File: config.mk
export PLATFORM = sky130hd
export DESIGN_NAME = ex_stage_flat
export DESIGN_NICKNAME = d
export VERILOG_FILES = /design/src/rtl/ex_stage_pkg.sv /design/src/rtl/ex_stage_if.sv /design/src/rtl/ex_mul_iter.sv /design/src/rtl/ex_stage.sv /design/src/flat_wrapper.sv
export SDC_FILE = /design/constraint.sdc
export NUM_CORES = 1
export LEC_CHECK = 0
export ABC_AREA = 1
export BUFFER_PORTS_ARGS = -buffer_cell sky130_fd_sc_hd__buf_2
export CORE_MARGIN = 2
export CORE_UTILIZATION = 25
export DETAILED_ROUTE_END_ITERATION = 12
export GPL_ROUTABILITY_DRIVEN = 0
export PLACE_DENSITY = 0.43
export SLEW_MARGIN = 20
export SYNTH_ARGS = -nofsm -noshare
export SYNTH_HDL_FRONTEND = slang
export SYNTH_SLANG_ARGS = --single-unit
File: constraint.sdc
create_clock -name clk -period 3.3 [get_ports clk]
set_input_delay 0.66 -clock clk [delete_from_list [all_inputs] [get_ports clk]]
set_output_delay 0.66 -clock clk [all_outputs]
set_load 0.01 [all_outputs]
File: src/rtl/ex_stage_pkg.sv
// Shared encodings for the execute stage: ALU selects, FSM states,
// and the canonical "no write" constants used by the MEM bundle.
package ex_stage_pkg;

    localparam int ALU_SEL_W = 4;

    typedef enum logic [ALU_SEL_W-1:0] {
        ALU_NOP  = 4'd0,
        ALU_OR   = 4'd1,
        ALU_AND  = 4'd2,
        ALU_XOR  = 4'd3,
        ALU_ADD  = 4'd4,
        ALU_SUB  = 4'd5,
        ALU_SLL  = 4'd6,
        ALU_SRL  = 4'd7,
        ALU_SRA  = 4'd8,
        ALU_SLT  = 4'd9,
        ALU_SLTU = 4'd10,
        ALU_MUL  = 4'd11
    } alu_sel_e;

    typedef enum logic {
        EX_IDLE = 1'b0,
        EX_BUSY = 1'b1
    } ex_state_e;

    localparam logic       ENABLED      = 1'b1;
    localparam logic       DISABLED     = 1'b0;
    localparam logic [4:0] NOP_REG_ADDR = 5'd0;

    // x0 is hardwired, so a write to it is never forwarded to MEM
    function automatic logic wr_en(
        input logic       we,
        input logic [4:0] rd
    );
        return (we == ENABLED) && (rd != NOP_REG_ADDR);
    endfunction

endpackage

File: src/rtl/ex_stage_if.sv
// Decode -> EX -> MEM bundle: decode drives the master side,
// the execute stage sits on the slave side.
interface ex_stage_if #(
    parameter int XLEN = 32
);
    import ex_stage_pkg::*;

    logic            in_valid;
    alu_sel_e        alusel;
    logic [XLEN-1:0] s1data;
    logic [XLEN-1:0] s2data;
    logic [4:0]      rd;
    logic            regwe;

    logic            stall_req;
    logic            out_valid;
    logic [4:0]      wd;
    logic            wreg;
    logic [XLEN-1:0] wdata;

    modport master (
        output in_valid, alusel, s1data, s2data, rd, regwe,
        input  stall_req, out_valid, wd, wreg, wdata
    );

    modport slave (
        input  in_valid, alusel, s1data, s2data, rd, regwe,
        output stall_req, out_valid, wd, wreg, wdata
    );

endinterface

File: src/rtl/ex_mul_iter.sv
// Iterative shift-add multiplier, one partial product per edge.
// MUL_EARLY_EXIT_EN: finish once the remaining multiplier bits are zero.
module ex_mul_iter #(
    parameter int XLEN       = 32,
    parameter int MUL_CYCLES = 32
) (
    input  logic            clk,
    input  logic            rst,
    input  logic            start,
    input  logic [XLEN-1:0] a,
    input  logic [XLEN-1:0] b,
    output logic            done,
    output logic [XLEN-1:0] result
);

    localparam int CW = $clog2(MUL_CYCLES + 1);

    logic [XLEN-1:0] mcand;
    logic [XLEN-1:0] mplier;
    logic [XLEN-1:0] acc;
    logic [XLEN-1:0] acc_nxt;
    logic [CW-1:0]   count;
    logic            busy;
    logic            last;

    assign busy    = (count != '0);
    assign acc_nxt = acc + (mplier[0] ? mcand : '0);
    assign result  = acc_nxt;

`ifdef MUL_EARLY_EXIT_EN
    assign last = (count == CW'(1)) || (mplier[XLEN-1:1] == '0);
`else
    assign last = (count == CW'(1));
`endif

    assign done = busy && last;

    always_ff @(posedge clk or negedge rst) begin
        if (!rst) begin
            mcand  <= '0;
            mplier <= '0;
            acc    <= '0;
            count  <= '0;
        end else if (start) begin
            mcand  <= a;
            mplier <= b;
            acc    <= '0;
            count  <= CW'(MUL_CYCLES);
        end else if (busy) begin
            acc    <= acc_nxt;
            mcand  <= mcand << 1;
            mplier <= mplier >> 1;
            count  <= done ? '0 : count - CW'(1);
        end
    end

endmodule

File: src/rtl/ex_stage.sv
// RV32I execute stage: 1-cycle ALU plus iterative MUL that stalls decode.
// MUL_EARLY_EXIT_EN shortens MUL when high multiplier bits are zero.
module ex_stage
    import ex_stage_pkg::*;
#(
    parameter int XLEN       = 32,
    parameter int MUL_CYCLES = 32
) (
    input logic       clk,
    input logic       rst,
    ex_stage_if.slave bus
);

    ex_state_e       state;
    logic [4:0]      mrd;
    logic            mwe;
    logic [XLEN-1:0] alu_res;
    logic            alu_we;
    logic [4:0]      shamt;
    logic            accept;
    logic            start;
    logic            mdone;
    logic [XLEN-1:0] mres;

    assign accept        = bus.in_valid && (state == EX_IDLE);
    assign start         = accept && (bus.alusel == ALU_MUL);
    assign bus.stall_req = (state == EX_BUSY);
    assign shamt         = bus.s2data[4:0];

    ex_mul_iter #(
        .XLEN       (XLEN),
        .MUL_CYCLES (MUL_CYCLES)
    ) u_mul (
        .clk    (clk),
        .rst    (rst),
        .start  (start),
        .a      (bus.s1data),
        .b      (bus.s2data),
        .done   (mdone),
        .result (mres)
    );

    // NOP, MUL and unknown selects produce no 1-cycle write
    always_comb begin
        alu_res = '0;
        alu_we  = DISABLED;
        case (bus.alusel)
            ALU_OR: begin
                alu_res = bus.s1data | bus.s2data;
                alu_we  = ENABLED;
            end
            ALU_AND: begin
                alu_res = bus.s1data & bus.s2data;
                alu_we  = ENABLED;
            end
            ALU_XOR: begin
                alu_res = bus.s1data ^ bus.s2data;
                alu_we  = ENABLED;
            end
            ALU_ADD: begin
                alu_res = bus.s1data + bus.s2data;
                alu_we  = ENABLED;
            end
            ALU_SUB: begin
                alu_res = bus.s1data - bus.s2data;
                alu_we  = ENABLED;
            end
            ALU_SLL: begin
                alu_res = bus.s1data << shamt;
                alu_we  = ENABLED;
            end
            ALU_SRL: begin
                alu_res = bus.s1data >> shamt;
                alu_we  = ENABLED;
            end
            ALU_SRA: begin
                alu_res = $unsigned($signed(bus.s1data) >>> shamt);
                alu_we  = ENABLED;
            end
            ALU_SLT: begin
                alu_res = {{(XLEN-1){1'b0}},
                    ($signed(bus.s1data) < $signed(bus.s2data))};
                alu_we  = ENABLED;
            end
            ALU_SLTU: begin
                alu_res = {{(XLEN-1){1'b0}},
                    (bus.s1data < bus.s2data)};
                alu_we  = ENABLED;
            end
            default: begin
                alu_res = '0;
                alu_we  = DISABLED;
            end
        endcase
    end

    always_ff @(posedge clk or negedge rst) begin
        if (!rst) begin
            state         <= EX_IDLE;
            mrd           <= NOP_REG_ADDR;
            mwe           <= DISABLED;
            bus.out_valid <= 1'b0;
            bus.wd        <= NOP_REG_ADDR;
            bus.wreg      <= DISABLED;
            bus.wdata     <= '0;
        end else begin
            bus.out_valid <= 1'b0;
            case (state)
                EX_IDLE: begin
                    if (start) begin
                        state <= EX_BUSY;
                        mrd   <= bus.rd;
                        mwe   <= bus.regwe;
                    end else if (accept) begin
                        bus.out_valid <= 1'b1;
                        bus.wd        <= bus.rd;
                        bus.wreg      <= alu_we &&
                            wr_en(bus.regwe, bus.rd);
                        bus.wdata     <= alu_res;
                    end
                end
                EX_BUSY: begin
                    if (mdone) begin
                        state         <= EX_IDLE;
                        bus.out_valid <= 1'b1;
                        bus.wd        <= mrd;
                        bus.wreg      <= wr_en(mwe, mrd);
                        bus.wdata     <= mres;
                    end
                end
                default: state <= EX_IDLE;
            endcase
        end
    end

endmodule
File: src/flat_wrapper.sv
// flat-port wrapper written by rule: the top's interface ports become plain ports
module ex_stage_flat import ex_stage_pkg::*;
#(
    parameter int XLEN       = 32,
    parameter int MUL_CYCLES = 32
)
  (clk, rst, bus_in_valid, bus_alusel, bus_s1data, bus_s2data, bus_rd, bus_regwe, bus_stall_req, bus_out_valid, bus_wd, bus_wreg, bus_wdata);
  ex_stage_if #(.XLEN(XLEN)) bus_i ();
  input logic clk;
  input logic rst;
  input wire logic [$bits(bus_i.in_valid)-1:0] bus_in_valid;
  input wire logic [$bits(bus_i.alusel)-1:0] bus_alusel;
  input wire logic [$bits(bus_i.s1data)-1:0] bus_s1data;
  input wire logic [$bits(bus_i.s2data)-1:0] bus_s2data;
  input wire logic [$bits(bus_i.rd)-1:0] bus_rd;
  input wire logic [$bits(bus_i.regwe)-1:0] bus_regwe;
  output wire logic [$bits(bus_i.stall_req)-1:0] bus_stall_req;
  output wire logic [$bits(bus_i.out_valid)-1:0] bus_out_valid;
  output wire logic [$bits(bus_i.wd)-1:0] bus_wd;
  output wire logic [$bits(bus_i.wreg)-1:0] bus_wreg;
  output wire logic [$bits(bus_i.wdata)-1:0] bus_wdata;
  assign bus_i.in_valid = bus_in_valid;
  assign bus_i.alusel = bus_alusel;
  assign bus_i.s1data = bus_s1data;
  assign bus_i.s2data = bus_s2data;
  assign bus_i.rd = bus_rd;
  assign bus_i.regwe = bus_regwe;
  assign bus_stall_req = bus_i.stall_req;
  assign bus_out_valid = bus_i.out_valid;
  assign bus_wd = bus_i.wd;
  assign bus_wreg = bus_i.wreg;
  assign bus_wdata = bus_i.wdata;
  ex_stage #(.XLEN(XLEN), .MUL_CYCLES(MUL_CYCLES)) u_core (.clk(clk), .rst(rst), .bus(bus_i));
endmodule
==> qor.csv <==
metric,value,unit
fmax,326,MHz
p_leak,0.0113,uW
grt_pass1_wl,145000,um
critPathKind,reg2reg,
hp-class,in2async,
die_w,277,um
switching_share,50.7,%
slowest_stage,ha_1,
drc_errors,0,
critPathMaxStageDelay,0.43,ns
synth_area_per_cell,5.80,sq um
grt_pass1_vias,21600,
synth_async_sr_flop_share,100,%
clk_pin_slew,0.08,ns
setup.worst_path.end_class,flop,
status,finished clean,
hold_violations,0,
synth_area,18600,sq um
ys_seq_area_share,19.9,%
critPathArrivalTime,3.45,ns
synthCells,3211,
grt_start_max_net_pins,77,
synth-edff-count,0,
synth_common_cells,"nand2_1 (1,027), nand3_1 (449), inv_1 (419)",
grt_use_total,25.6,%
htreeDepth,4,
die_h,277,um
synth_top_area_share,20.7,%
yosysTopAreaCell,nand2_1,
power.share.clock,18.5,%
final_util,28.8,%
firstDrtPassIters,5,
core_region_area,74100,sq um
ir_drop,294,uV
worstPathCellList,"buf_12, nand2_1, inv_1, ha_1, nand2_1, nor2_1, inv_1, nor2_1, nand4_1, nand3_1, xor2_1, o21ai_0, inv_1, a21oi_1",
crit_fanout,31,
totalPowerFinal,10900,uW
slew_violations,0,
grt-ovfl-total,0,
powerDensity,512,nW/um^2
cp_num_buf_inv,4,
antenna_found_initial,3,
rsz0062_at_grt,no,
period_share,93.0,%
vias_per_cell,5.16,
synth_seq_cells,148,
cts_sinks,148,
synth_area_leaders,"nand2_1 (21%), dfrtp_1 (20%), nand3_1 (12%)",
drive_gt1_share,9.26,%
dieArea,76700,sq um
finalSetupViolCount,0,
post-route-min-period,3.07,ns
syn_to_final_growth,14.6,%
cp_top_family,simple AND/OR/NAND/NOR gates,
cts-root-buf,clkbuf_16,
p_int,5390,uW
relSlewSlack,34.3,%
cp-start-kind,flop,
port_buffers,116,
cts_buffer_depth,2,
ant_nets,0,
seq_power_share,28.4,%
synth_cell_types,53,
wl_per_cell,23.0,um
initial_utilization,25.2,%
power_frac_comb,53.1,%
ios,117,
cts_buffers,17,
ys_warn_count,0,
worst_path_most_repeated_cell,inv_1,
fin_nets,3545,
cts_tree,yes,
required,3.68,ns
max_slew.worst_pin.slew,0.960,ns
vias,22200,
first_iter_violations,2417,
skew,0.0128,ns
cap_violations,0,
rows,100,
fin_tns_setup,0,ns
n_antenna_cell,0,
synthMostInstantiatedCell,nand2_1,
routed_wl,99000,um
post-dp-hpwl,81000,um
power.switching,5550,uW
synth_ff_type,dfrtp_1,
insertion_delay,0.50,ns
synth_nets,3433,
## state kept, by name, summed over array words and instances, names as in the netlist
signal and count:
u_core.bus.stall_req 1, u_core.mwe 1, u_core.u_mul.count 6, u_core.bus.wdata 32
u_core.mrd 5, u_core.bus.wd 5, u_core.bus.wreg 1, u_core.bus.out_valid 1
u_core.u_mul.mcand 32, u_core.u_mul.acc 32, u_core.u_mul.mplier 32
## placed cells by master (no fill, tap or decap), types with 104 or more instances in the layout
cell type,netlist,final
a21oi_1,127,126
buf_2,57,115
buf_4,15,104
dfrtp_1,148,148
ha_1,142,142
inv_1,419,418
nand2_1,1027,1026
nand3_1,449,449
nor2_1,284,284
o21ai_0,123,123
## path summary, 6_finish.rpt
| path | from | to | slack, ns | cells past startpoint |
|---|---|---|---|---|
| max | u_core.u_mul.mplier[0]$_DFFE_PN0P_ | u_core.bus.wdata[17]$_DFFE_PN0P_ | 0.23 | 14 |
| min | rst | u_core.u_mul.acc[26]$_DFFE_PN0P_ | 0.1 | 1 |
| max reg2reg | u_core.u_mul.mplier[0]$_DFFE_PN0P_ | u_core.bus.wdata[17]$_DFFE_PN0P_ | 0.23 | 14 |
| min reg2reg | u_core.bus.wreg$_DFFE_PN0P_ | u_core.bus.wreg$_DFFE_PN0P_ | 0.48 | 2 |
| min in group clk | bus_regwe | u_core.mwe$_DFFE_PN0P_ | 0.38 | 3 |
| max in group asynchronous | rst | u_core.u_mul.mplier[16]$_DFFE_PN0P_ | 2.38 | 2 |
## timing repair
item / in CTS / in global routing
hold buffers: 0 / 0
endpoints found under the setup margin: 0 / 1
resized for setup: 0 / 1
buffers inserted: 0 / 0
## area by class of cell
cell class	instances	area (sq um)
clock buffer	17	425
clock inverter	15	165
fill	8687	52700
inverter	433	1630
multi-input combinational	2491	12600
sequential	148	3700
tap	969	1210
timing repair buffer	232	1610
## metal layers
layer,wire length [um],global-route usage [%],vias to the layer above,part of all wire (%)
met1,45200,35.3,10600,46
met4,3810,9.57,0,3.8
li1,-,-,10700,-
met5,0,0,-,0
met2,44100,40.7,804,45
met3,5860,2.92,129,5.9
## through the flow
stage,worst slack (ns),cells,cell area [sq um],hold slack (ns)
2_1_floorplan,0.458,3211,18600,0.364
3_3_place_gp,-0.0610,4273,20800,0.461
3_5_place_dp,-0.0266,4273,20800,0.467
4_1_cts,0.295,4305,21400,0.0788
5_1_grt,0.0140,4305,21400,0.116
6_report,0.230,4305,21400,0.0981
## power by group through the flow
stage | Combinational [uW] | Clock [uW] | Sequential [uW]
after floorplan | 3440 | 0 | 3030
final | 5810 | 2020 | 3110
after global routing | 6420 | 2140 | 3210
after global placement | 5780 | 0 | 3160
after detailed placement | 5770 | 0 | 3150
after CTS | 5790 | 2090 | 3120
## cell families (layout without fill, tap and decap cells)
family | Yosys count | after routing | synth area share (%)
and+or+nand+nor | 1886 | 1886 | 42.6
buffers and inverters | 572 | 697 | 12.5
AOI/OAI and AO/OA | 440 | 440 | 14.2
DFF | 148 | 148 | 19.9
adders and majority gates | 145 | 145 | 9.86
xor gates and xnor gates | 19 | 19 | 0.893
muxes | 1 | 1 | 0.0537
Power figures use the tool's default switching activity.
